==> config.mk <==
export PLATFORM = sky130hd
export DESIGN_NAME = skein_nonce_scheduler
export DESIGN_NICKNAME = d
export VERILOG_FILES = /design/src/rtl/skein_nonce_scheduler.sv
export SDC_FILE = /design/constraint.sdc
export NUM_CORES = 2
export LEC_CHECK = 0
export ABC_AREA = 1
export ABC_CLOCK_PERIOD_IN_PS = 2700
export CAP_MARGIN = 30
export CORE_AREA = 2 2 745 747
export DETAILED_ROUTE_END_ITERATION = 6
export DIE_AREA = 0 0 747 749
export HOLD_SLACK_MARGIN = 0.08
export MAX_ROUTING_LAYER = met4
export SYNTH_ARGS = -nofsm -noshare
export SYNTH_HDL_FRONTEND = slang
export SYNTH_SLANG_ARGS = --single-unit
==> constraint.sdc <==
create_clock -name clk -period 2.7 [get_ports clk]
set_input_delay 0.675 -clock clk [delete_from_list [all_inputs] [get_ports clk]]
set_output_delay 0.675 -clock clk [all_outputs]
set_load 0.01 [all_outputs]
==> src/rtl/skein_nonce_scheduler.sv <==
// Nonce sweep scheduler for a pipelined skein512 core: issues one nonce per cycle,
// tracks it through the core latency and buffers nonces whose hash meets the target.
module skein_nonce_scheduler #(
    parameter int PIPE_LAT   = 8,
    parameter int FIFO_DEPTH = 4
) (
    input  logic         clk,
    input  logic         rst_n,
    input  logic         job_valid,
    output logic         job_ready,
    input  logic [511:0] job_midstate,
    input  logic [95:0]  job_data,
    input  logic [63:0]  job_target,
    input  logic [31:0]  job_nonce_start,
    input  logic [31:0]  job_nonce_end,
    input  logic         abort,
    output logic [511:0] core_midstate,
    output logic [95:0]  core_data,
    output logic [31:0]  core_nonce,
    input  logic [511:0] core_hash,
    output logic         found_valid,
    input  logic         found_ready,
    output logic [31:0]  found_nonce,
    output logic         busy,
    output logic         done,
    output logic         overflow
);

    localparam int AW = $clog2(FIFO_DEPTH);

    typedef enum logic [1:0] {S_IDLE, S_RUN, S_DRAIN} state_t;

    state_t          r_state;
    state_t          w_state_next;
    logic            w_done_next;

    logic [511:0]    r_midstate;
    logic [95:0]     r_data;
    logic [63:0]     r_target;
    logic [31:0]     r_end;
    logic [31:0]     r_nonce;

    logic [PIPE_LAT-1:0] r_tag;
    logic [PIPE_LAT-1:0] w_tag_shift;
    logic [31:0]         r_trk_nonce [PIPE_LAT];

    logic [31:0]     r_fifo [FIFO_DEPTH];
    logic [AW:0]     r_wr_ptr;
    logic [AW:0]     r_rd_ptr;
    logic [AW:0]     w_wr_ptr_next;
    logic [AW:0]     w_rd_ptr_next;
    logic [AW:0]     w_count;
    logic            r_found_valid;
    logic            r_done;
    logic            r_overflow;

    logic            w_accept;
    logic            w_abort;
    logic            w_issue;
    logic            w_last;
    logic            w_drained;
    logic            w_hit;
    logic            w_pop;
    logic            w_full;
    logic            w_push;
    logic            w_drop;
    logic            w_unused_hash;

    assign w_accept    = (r_state == S_IDLE) && job_valid;
    assign w_abort     = abort && (r_state != S_IDLE);
    assign w_issue     = (r_state == S_RUN) && !abort;
    assign w_last      = (r_nonce == r_end);
    assign w_tag_shift = r_tag << 1;
    // Drained once the only remaining tag (if any) is the one leaving the pipe this cycle.
    assign w_drained   = (w_tag_shift == '0);

    assign w_hit  = r_tag[PIPE_LAT-1] && !w_abort && (core_hash[511:448] <= r_target);
    assign w_unused_hash = ^core_hash[447:0];

    assign w_count       = r_wr_ptr - r_rd_ptr;
    assign w_full        = (w_count == (AW+1)'(FIFO_DEPTH));
    assign w_pop         = r_found_valid && found_ready;
    assign w_push        = w_hit && (!w_full || w_pop);
    assign w_drop        = w_hit && w_full && !w_pop;
    assign w_wr_ptr_next = r_wr_ptr + (AW+1)'(w_push);
    assign w_rd_ptr_next = r_rd_ptr + (AW+1)'(w_pop);

    // NOTE: every combinational output gets a default before the case so no path infers a latch.
    always_comb begin
        w_state_next = r_state;
        w_done_next  = 1'b0;
        case (r_state)
            S_IDLE: begin
                if (job_valid) w_state_next = S_RUN;
            end
            S_RUN: begin
                if (abort)       w_state_next = S_IDLE;
                else if (w_last) w_state_next = S_DRAIN;
            end
            S_DRAIN: begin
                if (abort) begin
                    w_state_next = S_IDLE;
                end else if (w_drained) begin
                    w_state_next = S_IDLE;
                    w_done_next  = 1'b1;
                end
            end
            default: w_state_next = S_IDLE;
        endcase
    end

    // NOTE: state is updated with non-blocking assignments so every register samples pre-edge values.
    always_ff @(posedge clk or negedge rst_n) begin
        if (!rst_n) begin
            r_state <= S_IDLE;
            r_done  <= 1'b0;
        end else begin
            r_state <= w_state_next;
            r_done  <= w_done_next;
        end
    end

    always_ff @(posedge clk or negedge rst_n) begin
        if (!rst_n) begin
            r_midstate <= '0;
            r_data     <= '0;
            r_target   <= '0;
            r_end      <= '0;
            r_nonce    <= '0;
            r_overflow <= 1'b0;
            r_tag      <= '0;
        end else begin
            if (w_accept) begin
                r_midstate <= job_midstate;
                r_data     <= job_data;
                r_target   <= job_target;
                r_end      <= job_nonce_end;
                r_nonce    <= job_nonce_start;
                r_overflow <= 1'b0;
            end else begin
                if (w_issue && !w_last) r_nonce <= r_nonce + 32'd1;
                if (w_drop)             r_overflow <= 1'b1;
            end
            r_tag <= w_abort ? '0 : (w_tag_shift | PIPE_LAT'(w_issue));
        end
    end

    // NOTE: the tracked nonce values need no reset; only their valid tags qualify them.
    always_ff @(posedge clk) begin
        r_trk_nonce[0] <= r_nonce;
        for (int i = 1; i < PIPE_LAT; i++) begin
            r_trk_nonce[i] <= r_trk_nonce[i-1];
        end
    end

    // NOTE: the small found buffer is reset so found_nonce reads zero straight out of reset.
    always_ff @(posedge clk or negedge rst_n) begin
        if (!rst_n) begin
            for (int i = 0; i < FIFO_DEPTH; i++) r_fifo[i] <= '0;
            r_wr_ptr      <= '0;
            r_rd_ptr      <= '0;
            r_found_valid <= 1'b0;
        end else begin
            if (w_push) r_fifo[r_wr_ptr[AW-1:0]] <= r_trk_nonce[PIPE_LAT-1];
            r_wr_ptr      <= w_wr_ptr_next;
            r_rd_ptr      <= w_rd_ptr_next;
            r_found_valid <= (w_wr_ptr_next != w_rd_ptr_next);
        end
    end

    assign job_ready     = (r_state == S_IDLE);
    assign busy          = (r_state != S_IDLE);
    assign done          = r_done;
    assign overflow      = r_overflow;
    assign core_midstate = r_midstate;
    assign core_data     = r_data;
    assign core_nonce    = r_nonce;
    assign found_valid   = r_found_valid;
    assign found_nonce   = r_fifo[r_rd_ptr[AW-1:0]];

endmodule
==> run_summary.xml <==
<?xml version="1.0" encoding="UTF-8"?>
<metrics>
  <group name="timing">
    <metric name="setup_tns" unit="ps">-8987</metric>
    <metric name="finalHoldViolCount" unit="">0</metric>
    <metric name="setup_viol_count_final" unit="">80</metric>
    <metric name="final_period_minus_worst_setup_slack" unit="ps">2976</metric>
    <metric name="final_min_period_over_clock_period" unit="">1.102</metric>
    <metric name="achievable-frequency" unit="MHz">336.0</metric>
    <metric name="finClkSkew" unit="ps">89.45</metric>
    <metric name="fin_worst_hold_slack" unit="ps">252.8</metric>
    <metric name="max_slew.worst_pin.slew" unit="ps">851.1</metric>
    <metric name="setup_repair_after_global_routing_missed_its_margin" unit="">true</metric>
    <metric name="timing.final.max_slew_violations" unit="">0</metric>
    <metric name="setup_slack_of_the_critical_path_after_layout" unit="ps">-276.0</metric>
    <metric name="maxSlewHeadroom" unit="">0.4326</metric>
  </group>
  <group name="critical_path">
    <metric name="crit_path_start" unit="">r_rd_ptr[1]</metric>
    <metric name="setup.worst_path.end_class" unit="">output port</metric>
    <metric name="crit_path_cell_trace" unit="">inv_2 &gt; buf_12 &gt; buf_12 &gt; o21ai_2 &gt; o22ai_1 &gt; buf_4 &gt; buf_12</metric>
    <metric name="timing.setup.critical_path_class" unit="">reg2out</metric>
    <metric name="timing.critical_path.mode_cell" unit="">sky130_fd_sc_hd__buf_12</metric>
    <metric name="worst_path_max_delay_cell" unit="">sky130_fd_sc_hd__dfrtp_2</metric>
    <metric name="crit_arrival" unit="ps">2300</metric>
    <metric name="ff2ff_setup_slack" unit="ps">-260</metric>
    <metric name="worst_r2r_path_depth" unit="">15</metric>
    <metric name="crit_path_max_fanout" unit="">14</metric>
    <metric name="cp_slowest_stage_delay" unit="ps">440</metric>
    <metric name="timing.rr.end" unit="">found_valid</metric>
    <metric name="worst_ep_required_time" unit="ps">2030</metric>
    <metric name="startpoint_type" unit="">flip-flop</metric>
    <metric name="worstReg2RegStart" unit="">r_target[53]</metric>
  </group>
  <group name="cts">
    <metric name="number_of_h_tree_levels" unit="">4</metric>
    <metric name="cts.sink_count" unit="">1139</metric>
    <metric name="cts-root-buf" unit="">sky130_fd_sc_hd__clkbuf_16</metric>
    <metric name="clock_tree_from_tritoncts" unit="">done</metric>
    <metric name="cts-root-to-sink-buffers" unit="">4</metric>
    <metric name="cts_buffers" unit="">149</metric>
    <metric name="clk-insertion-delay-late" unit="ps">850</metric>
    <metric name="clkTransAtPathRegs" unit="ps">60</metric>
  </group>
  <group name="die">
    <metric name="num_io_pins" unit="">1930</metric>
    <metric name="die_h" unit="um">749</metric>
    <metric name="placement_rows" unit="">273</metric>
    <metric name="floorplan.initialDensity" unit="">0.07676</metric>
    <metric name="width_of_the_die" unit="um">747</metric>
    <metric name="die-area" unit="um^2">559500</metric>
    <metric name="core_area" unit="um^2">551300</metric>
  </group>
  <group name="place">
    <metric name="port-buffer-count" unit="">1481</metric>
    <metric name="dpl.cell_count" unit="">13400</metric>
    <metric name="detailedPlace.worstSlack" unit="ps">-1206</metric>
    <metric name="gp_congestion" unit="">0.9475</metric>
    <metric name="dp.final_hpwl" unit="mm">350.1</metric>
  </group>
  <group name="pwr">
    <metric name="power" unit="W">0.09351</metric>
    <metric name="intPower" unit="W">0.05455</metric>
    <metric name="p_sw" unit="W">0.03896</metric>
    <metric name="p_sw_frac" unit="">0.4166</metric>
    <metric name="power.ir.vdd_worst" unit="V">0.0005669</metric>
    <metric name="sequentialPowerShare" unit="">0.318</metric>
    <metric name="total_leakage_power" unit="nW">32.95</metric>
    <metric name="power_density" unit="nW/um^2">1227</metric>
    <metric name="p_clk_frac" unit="">0.227</metric>
    <metric name="pwr-share-comb" unit="">0.455</metric>
  </group>
  <group name="yosys">
    <metric name="netlist_instances" unit="">4650</metric>
    <metric name="syn-cell-area" unit="um^2">42320</metric>
    <metric name="yosys.cell_types.count" unit="">36</metric>
    <metric name="count_of_warnings_emitted_by_yosys" unit="">0</metric>
    <metric name="synthesis.area_per_instance" unit="um^2">9.100</metric>
    <metric name="synth_area_leaders" unit="">sky130_fd_sc_hd__dfrtp_1 (52%), sky130_fd_sc_hd__nand2_1 (21%), sky130_fd_sc_hd__dfxtp_1 (12%)</metric>
    <metric name="seq_area_frac_synth" unit="">0.6433</metric>
    <metric name="netlist.top_cell.by_area" unit="">sky130_fd_sc_hd__dfrtp_1</metric>
    <metric name="ys_seq_elements" unit="">1139</metric>
    <metric name="syn-num-nets" unit="">5974</metric>
    <metric name="synth_top_area_share" unit="">0.5222</metric>
  </group>
  <group name="global_routing">
    <metric name="grt_antenna_before_repair" unit="">492</metric>
    <metric name="met3_usage" unit="">0.1185</metric>
    <metric name="grt.total_usage" unit="">0.1416</metric>
    <metric name="met2_track_demand_over_resource_in_global_routing" unit="">0.1821</metric>
    <metric name="grt_busiest_layer" unit="">met2</metric>
    <metric name="grt_pass1_vias" unit="">39480</metric>
    <metric name="met1_resource_use_gr" unit="">0.1539</metric>
    <metric name="aggregate_global_routing_overflow" unit="">0</metric>
    <metric name="grt_max_degree" unit="">139</metric>
    <metric name="global_route_wire_length_before_repair" unit="mm">486.2</metric>
  </group>
  <group name="finish">
    <metric name="mostFrequentLayoutCells" unit="">sky130_fd_sc_hd__nand2_1 (2301), sky130_fd_sc_hd__clkdlybuf4s50_1 (1269), sky130_fd_sc_hd__dfrtp_1 (880)</metric>
    <metric name="final-instance-count-excl-fill" unit="">14080</metric>
    <metric name="final_net_count" unit="">7641</metric>
    <metric name="layout.cells.most_common" unit="">sky130_fd_sc_hd__nand2_1</metric>
    <metric name="final_layout_size_suffix_gt1_frac" unit="">0.1381</metric>
    <metric name="synth_to_layout_area_growth" unit="%">80.14</metric>
    <metric name="fillCellCount" unit="">62430</metric>
  </group>
  <group name="routing">
    <metric name="viasPerCell" unit="">2.916</metric>
    <metric name="first_pass_iteration_count_of_the_detailed_router" unit="">6</metric>
    <metric name="final_routed_wire_length_divided_by_cell_count" unit="um">28.69</metric>
    <metric name="detailroute.via_count" unit="">41060</metric>
    <metric name="drt_iter0_drc" unit="">3457</metric>
    <metric name="routed_wl" unit="mm">403.9</metric>
    <metric name="ant_nets" unit="">0</metric>
    <metric name="route.detailed.drc" unit="">0</metric>
  </group>
  <group name="hold_path">
    <metric name="holdCritPathClass" unit="">in2async</metric>
  </group>
  <group name="job">
    <metric name="max-cap-violations" unit="">0</metric>
  </group>
  <group name="status">
    <metric name="failed_checks" unit="">negative setup slack</metric>
    <metric name="run_status" unit="">finished, violations left</metric>
  </group>
</metrics>
-- cell type report --
type | instances | area [um^2] | share of cell area
Multi-Input combinational cell | 3138 | 15100 | 0.1981
Clock inverter | 62 | 853.3 | 0.01119
Antenna cell | 361 | 903.4 | 0.01185
Inverter | 131 | 539.3 | 0.007074
Sequential cell | 1139 | 27220 | 0.3572
Timing Repair inverter | 1 | 30.03 | 0.0003939
Timing Repair Buffer | 1757 | 18200 | 0.2388
Tap cell | 7287 | 9117 | 0.1196
Clock buffer | 203 | 4258 | 0.05586
-- through the flow --
step	area [um^2]	util
floorplan	42460	-
global placement	67770	0.1229
detailed placement	67770	0.1229
CTS	73620	0.1335
global route	76180	0.1382
finish	76230	0.1383
-- synth_stat cells, drive strengths merged --
master	number
nand2	2392
dfrtp	883
dfxtp	256
clkbuf	178
o21ai	158
nor2	151
nand4	145
inv	129
ha	71
buf	64
o22ai	40
a21oi	38
nand3	38
xnor2	26
xor2	22
nor3	16
or2	11
a31oi	10
o211ai	6
o21a	4
nor4	3
a22oi	2
clkinv	2
a21o	1
a221oi	1
nand3b	1
nor3b	1
o21bai	1
-- repair_timing --
item                       4_1_cts  5_1_grt
hold buffers                     1        0
pin swaps                       29       78
buffers inserted                20       19
setup endpoints to repair      281      171
gates cloned                    10       20
resized for setup              323      333
hold endpoints to repair        73        0
-- power by group through the flow --
stage	clock network [W]	registers [W]	logic [W]
floorplan	0	0.0307	0.0116
global placement	0	0.0293	0.0408
detailed placement	0	0.0295	0.0409
CTS	0.0220	0.0294	0.0421
global route	0.0225	0.0306	0.0457
finish	0.0212	0.0297	0.0426
-- how the worst max path moves through the flow --
stage                                 to  slack (ps)  depth (start not counted)
after detailed placement     found_valid       -1210                         20
after global placement       found_valid       -1310                         20
after CTS                 found_nonce[4]        -340                          7
after global routing         found_valid        -400                         16
after floorplan              found_valid        -250                         16
final                     found_nonce[4]        -280                          7
-- worst max-delay path: cells and delay by family, from the launching register on --
family                 cells  cell delay (ps)
DFF                        1              440
buffers and inverters      5              790
AOI/OAI and AO/OA          2              190
-- registers in the layout, indices dropped and copies added (netlist names) --
register       count
r_tag              8
r_fifo           128
r_wr_ptr           3
overflow           1
r_rd_ptr           3
done               1
core_nonce        32
found_valid        1
core_midstate    512
r_end             32
r_trk_nonce      256
r_target          64
r_state            2
core_data         96
-- cells by family after synthesis --
logic type | after synthesis | share of synthesized area
adder cells (fa/ha/maj) | 71 | 0.02099
XOR/XNOR | 48 | 0.009935
AND/OR/NAND/NOR | 2758 | 0.2559
AO/OA/AOI/OAI | 261 | 0.03335
buffers and inverters | 373 | 0.03649
flip-flops | 1139 | 0.6433
-- metal layers --
metal / wire length (um) / vias to the layer above
met5: 0 / -
met4: 21790 / 0
met3: 75490 / 596
met2: 150200 / 2489
met1: 156400 / 19460
li1: - / 18520
No activity file was read; power rests on OpenSTA's default activity.
